[src/rtl/dmem_pkg.sv]
// Shared constants, types and helpers for the data-memory arbiter.
package dmem_pkg;

    localparam int unsigned DATA_W = 32;
    localparam int unsigned ADDR_W = 32;
    localparam int unsigned DEPTH  = 64;

    // Requester index; also the value stored in the round-robin pointer
    typedef enum logic {
        PORT_CORE = 1'b0,
        PORT_DMA  = 1'b1
    } port_e;

    // Tag of the access issued last cycle, used to route its response
    typedef struct packed {
        logic  v;
        port_e port;
        logic  err;
    } rsp_tag_t;

    // Misaligned or beyond the last word: the access is accepted but never touches memory
    function automatic logic addr_bad(input logic [ADDR_W-1:0] addr);
        logic misaligned;
        logic out_of_range;
        misaligned   = (addr[1:0] != 2'b00);
        out_of_range = ({2'b00, addr[ADDR_W-1:2]} >= ADDR_W'(DEPTH));
        return misaligned | out_of_range;
    endfunction

endpackage

[src/rtl/dmem_arbiter_if.sv]
// Bundle of both requester ports and the memory-side bus of the arbiter.
interface dmem_arbiter_if;
    import dmem_pkg::*;

    // Port 0: core load/store unit
    logic              p0_req;
    logic              p0_we;
    logic [ADDR_W-1:0] p0_addr;
    logic [DATA_W-1:0] p0_wdata;
    logic              p0_gnt;
    logic              p0_rvalid;
    logic [DATA_W-1:0] p0_rdata;
    logic              p0_err;

    // Port 1: DMA engine
    logic              p1_req;
    logic              p1_we;
    logic [ADDR_W-1:0] p1_addr;
    logic [DATA_W-1:0] p1_wdata;
    logic              p1_gnt;
    logic              p1_rvalid;
    logic [DATA_W-1:0] p1_rdata;
    logic              p1_err;

    // Single-port memory, registered read data
    logic              mem_we;
    logic [ADDR_W-1:0] mem_a;
    logic [DATA_W-1:0] mem_wd;
    logic [DATA_W-1:0] mem_rd;

    // Arbiter side
    modport slave (
        input  p0_req, p0_we, p0_addr, p0_wdata,
        output p0_gnt, p0_rvalid, p0_rdata, p0_err,
        input  p1_req, p1_we, p1_addr, p1_wdata,
        output p1_gnt, p1_rvalid, p1_rdata, p1_err,
        output mem_we, mem_a, mem_wd,
        input  mem_rd
    );

    // Requesters and memory side
    modport master (
        output p0_req, p0_we, p0_addr, p0_wdata,
        input  p0_gnt, p0_rvalid, p0_rdata, p0_err,
        output p1_req, p1_we, p1_addr, p1_wdata,
        input  p1_gnt, p1_rvalid, p1_rdata, p1_err,
        input  mem_we, mem_a, mem_wd,
        output mem_rd
    );

endinterface

[src/rtl/rr_arb2.sv]
// Two-way round-robin arbiter; the pointer favours the port not granted last.
module rr_arb2
    import dmem_pkg::*;
(
    input  logic       clk,
    input  logic       rst_n,
    input  logic [1:0] req,
    output logic [1:0] gnt
);

    port_e prio;
    port_e prio_next;

    // Grant decode and pointer update
    always_comb begin
        gnt       = 2'b00;
        prio_next = prio;
        unique case (req)
            2'b01:   gnt = 2'b01;
            2'b10:   gnt = 2'b10;
            2'b11:   gnt = (prio == PORT_DMA) ? 2'b10 : 2'b01;
            default: gnt = 2'b00;
        endcase
        if (gnt[0]) begin
            prio_next = PORT_DMA;
        end else if (gnt[1]) begin
            prio_next = PORT_CORE;
        end
    end

    // Round-robin pointer register
    always_ff @(posedge clk or negedge rst_n) begin
        if (!rst_n) begin
            prio <= PORT_CORE;
        end else begin
            prio <= prio_next;
        end
    end

endmodule

[src/rtl/dmem_arbiter.sv]
// Round-robin sharing of a single-port data memory between core and DMA,
// with address checking and one-cycle response routing.
module dmem_arbiter
    import dmem_pkg::*;
(
    input  logic           clk,
    input  logic           rst_n,
    dmem_arbiter_if.slave  bus
);

    logic [1:0]        req;
    logic [1:0]        gnt;
    logic              fire;
    port_e             sel;
    logic              sel_we;
    logic [ADDR_W-1:0] sel_addr;
    logic [DATA_W-1:0] sel_wdata;
    logic              sel_bad;
    rsp_tag_t          rsp_d;
    rsp_tag_t          rsp_q;

    assign req = {bus.p1_req, bus.p0_req};

    rr_arb2 u_arb (
        .clk   (clk),
        .rst_n (rst_n),
        .req   (req),
        .gnt   (gnt)
    );

    assign bus.p0_gnt = gnt[0];
    assign bus.p1_gnt = gnt[1];
    assign fire       = |gnt;

    // Select the granted port's request; everything is zero when idle
    always_comb begin
        sel       = PORT_CORE;
        sel_we    = 1'b0;
        sel_addr  = '0;
        sel_wdata = '0;
        unique case (gnt)
            2'b01: begin
                sel       = PORT_CORE;
                sel_we    = bus.p0_we;
                sel_addr  = bus.p0_addr;
                sel_wdata = bus.p0_wdata;
            end
            2'b10: begin
                sel       = PORT_DMA;
                sel_we    = bus.p1_we;
                sel_addr  = bus.p1_addr;
                sel_wdata = bus.p1_wdata;
            end
            default: begin
                sel       = PORT_CORE;
                sel_we    = 1'b0;
                sel_addr  = '0;
                sel_wdata = '0;
            end
        endcase
        sel_bad = fire & addr_bad(sel_addr);
    end

    // Memory bus drive; a bad access is passed through but never writes
    always_comb begin
        bus.mem_we = sel_we & ~sel_bad;
        bus.mem_a  = sel_addr;
        bus.mem_wd = sel_wdata;
    end

    // Next response tag: valid exactly when an access fires this cycle
    always_comb begin
        rsp_d      = '0;
        rsp_d.v    = fire;
        rsp_d.port = sel;
        rsp_d.err  = sel_bad;
    end

    // Response tag register, loaded every cycle so idle cycles clear it
    always_ff @(posedge clk or negedge rst_n) begin
        if (!rst_n) begin
            rsp_q <= '0;
        end else begin
            rsp_q <= rsp_d;
        end
    end

    // Route the memory read data back to the issuing port
    always_comb begin
        bus.p0_rvalid = 1'b0;
        bus.p0_err    = 1'b0;
        bus.p0_rdata  = '0;
        bus.p1_rvalid = 1'b0;
        bus.p1_err    = 1'b0;
        bus.p1_rdata  = '0;
        if (rsp_q.v) begin
            if (rsp_q.port == PORT_CORE) begin
                bus.p0_rvalid = 1'b1;
                bus.p0_err    = rsp_q.err;
                bus.p0_rdata  = rsp_q.err ? '0 : bus.mem_rd;
            end else begin
                bus.p1_rvalid = 1'b1;
                bus.p1_err    = rsp_q.err;
                bus.p1_rdata  = rsp_q.err ? '0 : bus.mem_rd;
            end
        end
    end

endmodule

[src/flat_wrapper.sv]
// flat-port wrapper written by rule: the top's interface ports become plain ports
module dmem_arbiter_flat import dmem_pkg::*;
  (clk, rst_n, bus_p0_req, bus_p0_we, bus_p0_addr, bus_p0_wdata, bus_p0_gnt, bus_p0_rvalid, bus_p0_rdata, bus_p0_err, bus_p1_req, bus_p1_we, bus_p1_addr, bus_p1_wdata, bus_p1_gnt, bus_p1_rvalid, bus_p1_rdata, bus_p1_err, bus_mem_we, bus_mem_a, bus_mem_wd, bus_mem_rd);
  dmem_arbiter_if bus_i ();
  input  logic clk;
  input  logic rst_n;
  input wire logic [$bits(bus_i.p0_req)-1:0] bus_p0_req;
  input wire logic [$bits(bus_i.p0_we)-1:0] bus_p0_we;
  input wire logic [$bits(bus_i.p0_addr)-1:0] bus_p0_addr;
  input wire logic [$bits(bus_i.p0_wdata)-1:0] bus_p0_wdata;
  output wire logic [$bits(bus_i.p0_gnt)-1:0] bus_p0_gnt;
  output wire logic [$bits(bus_i.p0_rvalid)-1:0] bus_p0_rvalid;
  output wire logic [$bits(bus_i.p0_rdata)-1:0] bus_p0_rdata;
  output wire logic [$bits(bus_i.p0_err)-1:0] bus_p0_err;
  input wire logic [$bits(bus_i.p1_req)-1:0] bus_p1_req;
  input wire logic [$bits(bus_i.p1_we)-1:0] bus_p1_we;
  input wire logic [$bits(bus_i.p1_addr)-1:0] bus_p1_addr;
  input wire logic [$bits(bus_i.p1_wdata)-1:0] bus_p1_wdata;
  output wire logic [$bits(bus_i.p1_gnt)-1:0] bus_p1_gnt;
  output wire logic [$bits(bus_i.p1_rvalid)-1:0] bus_p1_rvalid;
  output wire logic [$bits(bus_i.p1_rdata)-1:0] bus_p1_rdata;
  output wire logic [$bits(bus_i.p1_err)-1:0] bus_p1_err;
  output wire logic [$bits(bus_i.mem_we)-1:0] bus_mem_we;
  output wire logic [$bits(bus_i.mem_a)-1:0] bus_mem_a;
  output wire logic [$bits(bus_i.mem_wd)-1:0] bus_mem_wd;
  input wire logic [$bits(bus_i.mem_rd)-1:0] bus_mem_rd;
  assign bus_i.p0_req = bus_p0_req;
  assign bus_i.p0_we = bus_p0_we;
  assign bus_i.p0_addr = bus_p0_addr;
  assign bus_i.p0_wdata = bus_p0_wdata;
  assign bus_p0_gnt = bus_i.p0_gnt;
  assign bus_p0_rvalid = bus_i.p0_rvalid;
  assign bus_p0_rdata = bus_i.p0_rdata;
  assign bus_p0_err = bus_i.p0_err;
  assign bus_i.p1_req = bus_p1_req;
  assign bus_i.p1_we = bus_p1_we;
  assign bus_i.p1_addr = bus_p1_addr;
  assign bus_i.p1_wdata = bus_p1_wdata;
  assign bus_p1_gnt = bus_i.p1_gnt;
  assign bus_p1_rvalid = bus_i.p1_rvalid;
  assign bus_p1_rdata = bus_i.p1_rdata;
  assign bus_p1_err = bus_i.p1_err;
  assign bus_mem_we = bus_i.mem_we;
  assign bus_mem_a = bus_i.mem_a;
  assign bus_mem_wd = bus_i.mem_wd;
  assign bus_i.mem_rd = bus_mem_rd;
  dmem_arbiter u_core (.clk(clk), .rst_n(rst_n), .bus(bus_i));
endmodule
[config.mk]
export PLATFORM = sky130hd
export DESIGN_NAME = dmem_arbiter_flat
export DESIGN_NICKNAME = d
export VERILOG_FILES = /design/src/rtl/dmem_pkg.sv /design/src/rtl/dmem_arbiter_if.sv /design/src/rtl/rr_arb2.sv /design/src/rtl/dmem_arbiter.sv /design/src/flat_wrapper.sv
export SDC_FILE = /design/constraint.sdc
export NUM_CORES = 1
export LEC_CHECK = 0
export ABC_AREA = 1
export CAP_MARGIN = 20
export CORE_AREA = 2 2 118 120
export CTS_CLUSTER_DIAMETER = 60
export DETAILED_ROUTE_END_ITERATION = 8
export DIE_AREA = 0 0 120 122
export MAX_ROUTING_LAYER = met4
export PLACE_DENSITY = 0.66
export SLEW_MARGIN = 20
export SYNTH_ARGS = -nofsm -noshare
export SYNTH_HDL_FRONTEND = slang
export SYNTH_SLANG_ARGS = --single-unit
export TNS_END_PERCENT = 30
[constraint.sdc]
create_clock -name clk -period 1.55 [get_ports clk]
set_input_delay 0.31 -clock clk [delete_from_list [all_inputs] [get_ports clk]]
set_output_delay 0.31 -clock clk [all_outputs]
set_load 0.005 [all_outputs]
==> results.json <==
{
  "end_kind": "output port",
  "drc": 0,
  "design_area_um2": 5560,
  "clk_path_buf_depth": 2,
  "worstSetupPathType": "flop to output port",
  "netlist_top_cells_area": "nand2_1, nor2_1, a22o_1, dfrtp_1, nand3_1",
  "cap_violations": 0,
  "syn_inst": 312,
  "clock_latency_ns": 0.22,
  "slew_headroom": 0.8441,
  "cts_buffers": 3,
  "crit_path_start_kind": "flop",
  "critPathSlowestCell": "dfrtp_1",
  "required_ns": 1.24,
  "numPortBuffers": 300,
  "place_area_um2": 5025,
  "synth_warnings": 0,
  "dieArea_um2": 14640,
  "syn-cell-area_um2": 1555,
  "synth.distinct_cells": 22,
  "ys_seq_elements": 4,
  "p_clk_frac": 0.196,
  "fp.coreArea_um2": 13500,
  "first_global_vias": 3162,
  "crit_chain": "inv_2 -> a21oi_4 -> buf_12 -> buf_8 -> buf_6 -> nand2_2 -> nand2_2 -> nor2_1 -> nand2_1 -> nor2_2 -> nand3_2 -> nor3_4 -> buf_2",
  "multi_input_area_um2": 1508,
  "ios": 301,
  "place_congestion": 0.7925,
  "cpMostUsedCell": "nand2_2",
  "clkTransAtPathRegs_ns": 0.03,
  "std_cell_rows": 43,
  "die_w_um": 120,
  "grt_pass1_wl_mm": 16.23,
  "cts_hold_buffers": 0,
  "firstDrtPassIters": 4,
  "drt_iter0_drc": 98,
  "sw_frac_of_total": 0.3203,
  "cts_tree": "yes",
  "synth_nets": 478,
  "synth-edff-count": 0,
  "seq_area_frac_synth": 0.06436,
  "hold_viol": 0,
  "antenna_left": 0,
  "fin_cells": 850,
  "start_util": 0.1152,
  "num_vias": 3398,
  "clockRootBuffer": "clkbuf_16",
  "peakVddDrop_mv": 0.2798,
  "dieHeight_um": 122,
  "slowest_delay_ns": 0.39,
  "internal_power_uw": 1398,
  "ff_latch_area_um2": 100.1,
  "ys_top_cells_by_count": "nand2_1, nor2_1, a22o_1, inv_1, nand3_1",
  "power_density_nw_per_um2": 369.8,
  "grt_max_degree": 35,
  "wl_per_cell_um": 14.08,
  "area_growth_pct": 257.5,
  "dp_hpwl_mm": 9.052,
  "outcome": "finished, violations left",
  "min_period_ns": 2.306,
  "rsz0062_at_grt": "yes",
  "leakage_uw": 0.002638,
  "synthFlopType": "dfrtp_1",
  "pwr-share-comb": 0.747,
  "placed_cells": 809,
  "gr-total-overflow": 0,
  "path_max_fanout": 3,
  "vias_per_cell": 3.998,
  "clkSinkCount": 4,
  "worstPathArrival_ns": 2.00,
  "p_seq_frac": 0.056,
  "p_sw_uw": 658.5,
  "worstMarginPinSlew_ns": 0.2333,
  "finalSetupViolations": 112,
  "grt_antenna_before_repair": 0,
  "n_fill_cell": 1423,
  "fmax_ghz": 0.4337,
  "yosysTopAreaCellShare": 0.2751,
  "wl_mm": 11.96,
  "nNetsFinal": 838,
  "violations": "setup timing",
  "grtUsageTotal": 0.1418,
  "async_flop_share": 1.000,
  "setup_ws_ns": -0.7557,
  "syn_area_per_cell_um2": 4.985,
  "synth_top_cell_by_area": "nand2_1",
  "fin_crit_sh": 1.488,
  "n_antenna_cell": 0,
  "hold_class": "primary input to async pin",
  "finClkSkew_ns": 0.001077,
  "cts_max_level": 1,
  "drv_slew": 0,
  "synth_most_common_cell": "nand2_1",
  "drive_above_1_share": 0.4030
}
## kinds of logic after synthesis
| family | after synthesis | synth area share |
|---|---|---|
| simple gates | 226 | 0.5825 |
| buf+inv | 43 | 0.1408 |
| flops | 4 | 0.06436 |
| compound gates | 39 | 0.2124 |
## power by group through the flow
stage | Clock, µW | Sequential (µW) | Combinational (µW)
after global routing | 419 | 117 | 1640
after floorplan | 0 | 115 | 388
after global placement | 0 | 116 | 1340
after detailed placement | 0 | 116 | 1340
final | 404 | 116 | 1540
after CTS | 411 | 115 | 1420
## cell type report
type                    count  share of cell area
well taps                 180             0.04050
inverters                  20             0.01598
flip-flops and latches      4             0.01800
clock buffers               3             0.01350
repair buffers            378              0.6409
multi-input cells         265              0.2712
## worst max-delay path: cells and delay by family (launching register included)
kind | cells | cell delay (ns)
AO/OA/AOI/OAI | 1 | 0.08
AND/OR/NAND/NOR | 7 | 0.69
flip-flops | 1 | 0.39
buffers and inverters | 5 | 0.60
## timing repair
| item | 4_1_cts | 5_1_grt |
|---|---|---|
| resized for setup | 365 | 147 |
| pin swaps | 24 | 40 |
| endpoints found under the setup margin | 136 | 134 |
| setup buffers | 22 | 17 |
| cloned | 2 | 1 |
## final timing paths
kind | end | depth (start not counted) | slack (ns) | start
hold / removal | u_core.u_arb.prio | 1 | 0.29 | rst_n
max in group asynchronous | u_core.rsp_q[1] | 1 | 1.09 | rst_n
setup / recovery | bus_mem_we | 13 | -0.76 | u_core.u_arb.prio
hold reg to reg | u_core.u_arb.prio | 3 | 0.71 | u_core.u_arb.prio
setup reg to reg | u_core.rsp_q[0] | 15 | -0.63 | u_core.u_arb.prio
min in group clk | u_core.u_arb.prio | 3 | 0.71 | u_core.u_arb.prio
## per-layer routing
metal | global-route usage | vias up | wire length, µm
li1 | - | 1709 | -
met1 | 0.1700 | 1498 | 4707
met2 | 0.2425 | 181 | 6079
met3 | 0.03464 | 10 | 1084
met4 | 0.02794 | 0 | 93
met5 | - | - | 0
## cell usage in the layout (no fill, tap or decap), types with 2 or more instances in the layout
master           synthesis  final
buf_4                    2     45
buf_8                    0      4
nor2_4                   0      3
buf_2                    2     47
clkbuf_16                0      4
buf_6                    6     42
nor2_1                  83     67
nand2_2                  9     38
nand3_2                  0      5
buf_16                   0      2
buf_12                   0      7
nand3_4                  0      2
inv_2                    1      5
clkdlybuf4s15_1          0      2
nor2_2                   0     13
clkbuf_2                 0     14
dfrtp_1                  4      4
clkdlybuf4s15_2          0     22
nand4_1                  2      2
a22o_1                  33     33
dlygate4sd2_1            0     20
nand2_4                  1      8
nand2_1                114     77
inv_1                   17     13
o21ai_2                  0      3
nand3_1                 15      8
clkdlybuf4s50_1          0    171
## state kept, by name, summed over array words and instances (netlist names)
register,flops
u_core.rsp_q,3
u_core.u_arb.prio,1
## through the flow
step	TNS (ns)	worst slack, ns	utilization	hold slack, ns	power (µW)
5_1_grt	-33.14	-0.9145	0.4117	0.3156	2176
2_1_floorplan	-0.1578	-0.06686	-	0.01441	503.6
3_3_place_gp	-82.84	-1.369	0.3721	0.5285	1456
3_5_place_dp	-83.87	-1.365	0.3721	0.5342	1453
4_1_cts	-29.24	-0.7718	0.3955	0.2993	1944
6_report	-25.61	-0.7557	0.4117	0.2908	2056
(Power assumes the default switching activity.)
